`src/rtl/cpu_pkg.sv`:
```
`default_nettype none
// +--------------------------------------------------------------------+
// | cpu_pkg                                                            |
// | Default geometry and instruction-field layout of the datapath.     |
// | Revision: 1.0                                                      |
// +--------------------------------------------------------------------+
package cpu_pkg;

    localparam int NUM_REGS = 16;
    localparam int IDX_W    = 4;
    localparam int DATA_W   = 32;
    localparam int OPC_W    = 5;
    localparam int IMM_W    = 19;

    localparam int OPC_LSB  = DATA_W - OPC_W;
    localparam int RA_LSB   = OPC_LSB - IDX_W;
    localparam int RB_LSB   = RA_LSB - IDX_W;
    localparam int RC_LSB   = RB_LSB - IDX_W;

    typedef logic [IDX_W-1:0] reg_idx_t;

    // Register fields are packed directly below the opcode: 0=ra, 1=rb, 2=rc.
    function automatic int field_lsb(input int data_w, input int opc_w,
                                     input int idx_w, input int field);
        return data_w - opc_w - idx_w * (field + 1);
    endfunction

endpackage : cpu_pkg
`default_nettype wire

```
`src/rtl/sel_encode_sb_onehot_decoder.sv`:
```
`default_nettype none
// +--------------------------------------------------------------------+
// | onehot_decoder                                                     |
// | Index to one-hot enable vector; indices >= NUM_REGS decode to 0.   |
// | Revision: 1.0                                                      |
// +--------------------------------------------------------------------+
module onehot_decoder #(
    parameter int IDX_W    = 4,
    parameter int NUM_REGS = 16
) (
    input  logic [IDX_W-1:0]    i_idx,
    input  logic                i_en,
    output logic [NUM_REGS-1:0] o_onehot
);

    import cpu_pkg::*;

    // Only in-range positions exist, so an out-of-range index matches nothing.
    for (genvar i = 0; i < NUM_REGS; i++) begin : g_bit
        assign o_onehot[i] = i_en && (i_idx == IDX_W'(i));
    end

endmodule : onehot_decoder
`default_nettype wire

```
`src/rtl/sel_encode_sb.sv`:
```
`default_nettype none
// +--------------------------------------------------------------------+
// | sel_encode_sb                                                      |
// | Instruction register, register select/encode and write scoreboard. |
// | Revision: 1.0                                                      |
// +--------------------------------------------------------------------+
module sel_encode_sb #(
    parameter int NUM_REGS = cpu_pkg::NUM_REGS,
    parameter int IDX_W    = cpu_pkg::IDX_W,
    parameter int DATA_W   = cpu_pkg::DATA_W,
    parameter int OPC_W    = cpu_pkg::OPC_W,
    parameter int IMM_W    = cpu_pkg::IMM_W
) (
    input  logic                clock,
    input  logic                clear,
    input  logic                ir_load,
    input  logic [DATA_W-1:0]   ir_in,
    input  logic                Gra,
    input  logic                Grb,
    input  logic                Grc,
    input  logic                Rin,
    input  logic                Rout,
    input  logic                BAout,
    input  logic                issue,
    input  logic                use_rb,
    input  logic                use_rc,
    input  logic                wb_valid,
    input  logic [IDX_W-1:0]    wb_idx,
    output logic [DATA_W-1:0]   ir_q,
    output logic [OPC_W-1:0]    OP,
    output logic [NUM_REGS-1:0] GenReg_In,
    output logic [NUM_REGS-1:0] GenReg_Out,
    output logic                r0_zero,
    output logic [DATA_W-1:0]   C_sign_extended,
    output logic [NUM_REGS-1:0] busy,
    output logic                stall
);

    import cpu_pkg::*;

    localparam int c_RA_LSB = field_lsb(DATA_W, OPC_W, IDX_W, 0);
    localparam int c_RB_LSB = field_lsb(DATA_W, OPC_W, IDX_W, 1);
    localparam int c_RC_LSB = field_lsb(DATA_W, OPC_W, IDX_W, 2);

    logic [DATA_W-1:0]   r_ir_q;
    logic [DATA_W-1:0]   w_ir_d;
    logic [NUM_REGS-1:0] r_busy_q;
    logic [NUM_REGS-1:0] w_busy_d;

    logic [IDX_W-1:0]    w_ra;
    logic [IDX_W-1:0]    w_rb;
    logic [IDX_W-1:0]    w_rc;
    logic [IDX_W-1:0]    w_sel_idx;
    logic                w_sel_vld;
    logic [NUM_REGS-1:0] w_sel_oh;

    logic [NUM_REGS-1:0] w_ra_oh;
    logic [NUM_REGS-1:0] w_rb_oh;
    logic [NUM_REGS-1:0] w_rc_oh;
    logic [NUM_REGS-1:0] w_wb_oh;
    logic [NUM_REGS-1:0] w_live;
    logic                w_hz_ra;
    logic                w_hz_rb;
    logic                w_hz_rc;
    logic                w_accept;

    // ------------------------------------------------------------------
    // Field extraction and operand select
    // ------------------------------------------------------------------
    assign w_ra = r_ir_q[c_RA_LSB +: IDX_W];
    assign w_rb = r_ir_q[c_RB_LSB +: IDX_W];
    assign w_rc = r_ir_q[c_RC_LSB +: IDX_W];

    always_comb begin
        w_sel_vld = Gra | Grb | Grc;
        w_sel_idx = '0;
        if (Gra) begin
            w_sel_idx = w_ra;
        end else if (Grb) begin
            w_sel_idx = w_rb;
        end else if (Grc) begin
            w_sel_idx = w_rc;
        end
    end

    onehot_decoder #(
        .IDX_W    (IDX_W),
        .NUM_REGS (NUM_REGS)
    ) u_sel_dec (
        .i_idx    (w_sel_idx),
        .i_en     (w_sel_vld),
        .o_onehot (w_sel_oh)
    );

    // A base-address read of R0 means "address zero", so R0 stays off the bus.
    assign r0_zero    = BAout & w_sel_vld & (w_sel_idx == '0);
    assign GenReg_In  = Rin ? w_sel_oh : '0;
    assign GenReg_Out = ((Rout | BAout) & ~r0_zero) ? w_sel_oh : '0;

    assign ir_q            = r_ir_q;
    assign OP              = r_ir_q[DATA_W-1 -: OPC_W];
    assign C_sign_extended = {{(DATA_W-IMM_W){r_ir_q[IMM_W-1]}}, r_ir_q[IMM_W-1:0]};

    // ------------------------------------------------------------------
    // Scoreboard
    // ------------------------------------------------------------------
    for (genvar i = 0; i < NUM_REGS; i++) begin : g_idx_match
        assign w_ra_oh[i] = (w_ra == IDX_W'(i));
        assign w_rb_oh[i] = (w_rb == IDX_W'(i));
        assign w_rc_oh[i] = (w_rc == IDX_W'(i));
        assign w_wb_oh[i] = wb_valid && (wb_idx == IDX_W'(i));
    end

    // A writeback landing this cycle no longer counts as pending.
    assign w_live   = r_busy_q & ~w_wb_oh;
    assign w_hz_ra  = |(w_live & w_ra_oh);
    assign w_hz_rb  = |(w_live & w_rb_oh);
    assign w_hz_rc  = |(w_live & w_rc_oh);

    assign stall    = issue & (w_hz_ra | (use_rb & w_hz_rb) | (use_rc & w_hz_rc));
    assign w_accept = issue & ~stall;

    // Set is applied after clear so a same-index claim survives its writeback.
    assign w_busy_d = (r_busy_q & ~w_wb_oh) | (w_accept ? w_ra_oh : '0);
    assign w_ir_d   = ir_load ? ir_in : r_ir_q;
    assign busy     = r_busy_q;

    always_ff @(posedge clock) begin
        if (clear) begin
            r_ir_q   <= '0;
            r_busy_q <= '0;
        end else begin
            r_ir_q   <= w_ir_d;
            r_busy_q <= w_busy_d;
        end
    end

endmodule : sel_encode_sb
`default_nettype wire

```
`config.mk`:
```
export PLATFORM = sky130hd
export DESIGN_NAME = sel_encode_sb
export DESIGN_NICKNAME = d
export VERILOG_FILES = /design/src/rtl/cpu_pkg.sv /design/src/rtl/sel_encode_sb_onehot_decoder.sv /design/src/rtl/sel_encode_sb.sv
export SDC_FILE = /design/constraint.sdc
export NUM_CORES = 1
export LEC_CHECK = 0
export BUFFER_PORTS_ARGS = -buffer_cell sky130_fd_sc_hd__buf_4
export CAP_MARGIN = 20
export CORE_MARGIN = 2
export CORE_UTILIZATION = 49
export CTS_CLUSTER_DIAMETER = 80
export DETAILED_ROUTE_END_ITERATION = 12
export GPL_TIMING_DRIVEN = 0
export PLACE_DENSITY = 0.95
export RECOVER_POWER = 100
export SYNTH_ARGS = -nofsm -noshare
export SYNTH_HDL_FRONTEND = slang
export SYNTH_SLANG_ARGS = --single-unit
```
`constraint.sdc`:
```
create_clock -name clock -period 4.6 [get_ports clock]
set_input_delay 0.92 -clock clock [delete_from_list [all_inputs] [get_ports clock]]
set_output_delay 0.92 -clock clock [all_outputs]
set_load 0.02 [all_outputs]
```
==> results.cfg <==
[clocking]
clk_pin_slew_ps = 100
cts_sinks = 48
clockRootBuffer = clkbuf_8
cts_buffer_depth = 2
tritoncts = built
hold_buffers = 0
htreeDepth = 2
cts_setup_buffers = 0
clock_latency_ps = 310
cts-resized-gates = 0
cts-buffers-inserted = 5

[logic_synthesis]
synthSimpleGateAreaFrac = 0.2517
synth_cell_type_count = 55
synth_top_family_by_area = simple AND/OR/NAND/NOR gates
yosys_warnings = 0
async_reset_ff_frac = 0
synth-seq-cells = 48
synthAdderAreaFrac = 0
synthesis.area_um2 = 3221
synth_mux_area_frac = 0.1061
synth-compound-area-share = 0.2047
syn_nets = 470
synth-edff-count = 0
syn_inst = 421
synth-xor-area-share = 0
syn_avg_cell_area_um2 = 7.650
synth_ff_type = dfxtp_1
synth_seq_area_share = 0.2984

[final_layout]
fillCellCount = 621
fin_area_um2 = 4294
final_cell_count_no_fill = 670
final_util = 0.6763
layout_common_cells = clkbuf_1, buf_4, nor2_1, nand2_1, dfxtp_1
synthToLayoutAreaGrowth_pct = 33.33
diodes = 0
drive_gt1_frac = 0.2209
final_common_cell = clkbuf_1
nNetsFinal = 641

[power_and_ir_drop]
p_int_mw = 0.7425
pwr-share-clk = 0.300
leakage_nw = 1.777
max-vdd-ir-drop_v = 0.0001767
totalPowerFinal_mw = 1.118
swShare = 0.3356
pwr-share-seq = 0.406
comb_power_share = 0.293
p_sw_mw = 0.3751
power_density_nw_per_um2 = 260.3

[detailed_routing]
routed_wl_um = 11250
first_pass_iters = 6
drtAntennaViolNets = 0
drt-vias-per-instance = 5.709
wire_per_inst_um = 16.79
drc = 0
num_vias = 3825
drt_iter0_drc = 344

[floorplanning]
chipHeight_um = 85.07
die-area_um2 = 7237
io-pin-count = 168
initial_utilization = 0.5072
rows = 29
die_w_um = 85.07
core_area_um2 = 6350

[placed_design]
numPortBuffers = 164
dp_cells = 662
gp_congestion = 0.9978
dpl_worst_slack_ps = 496.1
dp_hpwl_um = 8726
post_dp_cell_area_um2 = 4548

[timing]
fin_worst_skew_ps = 9.348
relSlewSlack = 0.4886
hold_viol = 0
post-route-period-util = 0.9120
finalMaxSlewViolations = 0
grt_setup_unrepaired = false
fin_hold_ws_ps = 507.6
fin_setup_tns_ps = 0
worst_slew_pin_slew_ps = 767.1
final-setup-viol-count = 0
min_period_ps = 4195
layout_setup_ws_ps = 404.8
fmax_mhz = 238.4

[global_routing]
grt_pass1_vias = 3533
grt_max_degree = 17
grt_pass1_wl_um = 17280
antenna_found_initial = 0
grt-busiest-layer = met2
grtUsageTotal = 0.2943
grt_use_met3 = 0.06323
grt_overflow = 0
gr-usage-met1 = 0.3742
use_met2 = 0.4929

[outcome]
run_status = finished clean

[critical_path]
crit_type = primary input to output port
slowest_stage = a21boi_1
crit_fanout = 10
crit_chain = clkbuf_1, and3_1, buf_2, a21boi_1, a22oi_1, o32a_1, and3_1, o2111ai_4, buf_6, and2_1, buf_4
cp.required_ps = 3680
timing.critical_path.mode_cell = and3_1
setup.worst_path.start_class = primary input
worstPathArrival_ps = 3280
end_kind = output port
max_stage_delay_ps = 410

[flow_run]
cap_violations = 0

[min_path]
holdCritPathClass = flop to flop
-- power by group through the flow --
stage	Clock [mW]	Combinational (mW)	Sequential, mW
3_5_place_dp	0	0.354	0.464
4_1_cts	0.334	0.355	0.455
3_3_place_gp	0	0.349	0.463
6_report	0.335	0.328	0.454
2_1_floorplan	0	0.190	0.484
5_1_grt	0.351	0.351	0.457
-- cells by family (layout without fill, tap and decap cells) --
| family | after synthesis | after routing |
|---|---|---|
| AOI/OAI and AO/OA | 85 | 85 |
| buffers and inverters | 76 | 248 |
| DFF | 48 | 48 |
| muxes | 34 | 34 |
| and+or+nand+nor | 178 | 178 |
-- per-layer routing --
layer / part of all wire / vias to the layer above
met5: 0 / -
met4: 0.026 / 0
met3: 0.11 / 45
met2: 0.49 / 256
met1: 0.38 / 1743
li1: - / 1781
-- cells in the mapped netlist, types with 2 or more instances --
library cell,instances,area share
nor2_1,70,0.082
nand2_1,59,0.069
dfxtp_1,48,0.30
buf_4,37,0.086
mux2i_1,33,0.10
clkbuf_1,18,0.021
a21oi_1,15,0.023
o32ai_1,13,0.035
inv_1,10,0.012
nor2b_1,8,0.016
a31oi_1,7,0.014
buf_2,7,0.011
o21ai_0,7,0.011
nand3b_1,6,0.014
nor3_1,6,0.0093
a21boi_1,5,0.012
and3_1,5,0.0097
nand2b_1,5,0.0097
nand3_1,5,0.0078
a211oi_1,3,0.0070
a22oi_1,3,0.0070
a311oi_1,3,0.0082
a32oi_1,3,0.0082
and2_1,3,0.0058
o2111ai_1,3,0.0082
o31ai_1,3,0.0070
and3b_1,2,0.0054
buf_1,2,0.0023
buf_6,2,0.0070
o211ai_1,2,0.0047
o21a_1,2,0.0047
o41ai_1,2,0.0054
or2_2,2,0.0039
-- critical path, delay by kind of cell --
kind	cells	cell delay (ps)
simple gates	3	550
compound gates	4	1150
buf+inv	4	650
-- flip-flops by register name, indices dropped and copies added, names as in the netlist --
| register | flops |
|---|---|
| ir_q | 32 |
| busy | 16 |
-- layout make-up --
cell class / count / area, µm² / area share
multi-input combinational: 297 / 1804 / 0.4202
sequential: 48 / 960.9 / 0.2238
timing repair buffer: 164 / 863.3 / 0.2010
buffer: 66 / 410.4 / 0.09557
tap: 77 / 96.34 / 0.02244
clock buffer: 6 / 82.58 / 0.01923
clock inverter: 2 / 38.79 / 0.009033
inverter: 10 / 37.54 / 0.008741
-- worst paths after layout --
| path | from | end | slack [ps] | cells past startpoint |
|---|---|---|---|---|
| min reg2reg | busy[8]$_SDFF_PP0_ | busy[8]$_SDFF_PP0_ | 510 | 2 |
| min | busy[8]$_SDFF_PP0_ | busy[8]$_SDFF_PP0_ | 510 | 2 |
| max | wb_idx[1] | stall | 400 | 11 |
| max reg2reg | ir_q[18]$_SDFFE_PP0P_ | busy[12]$_SDFF_PP0_ | 1880 | 8 |
No activity file was read; power rests on OpenSTA's default activity.
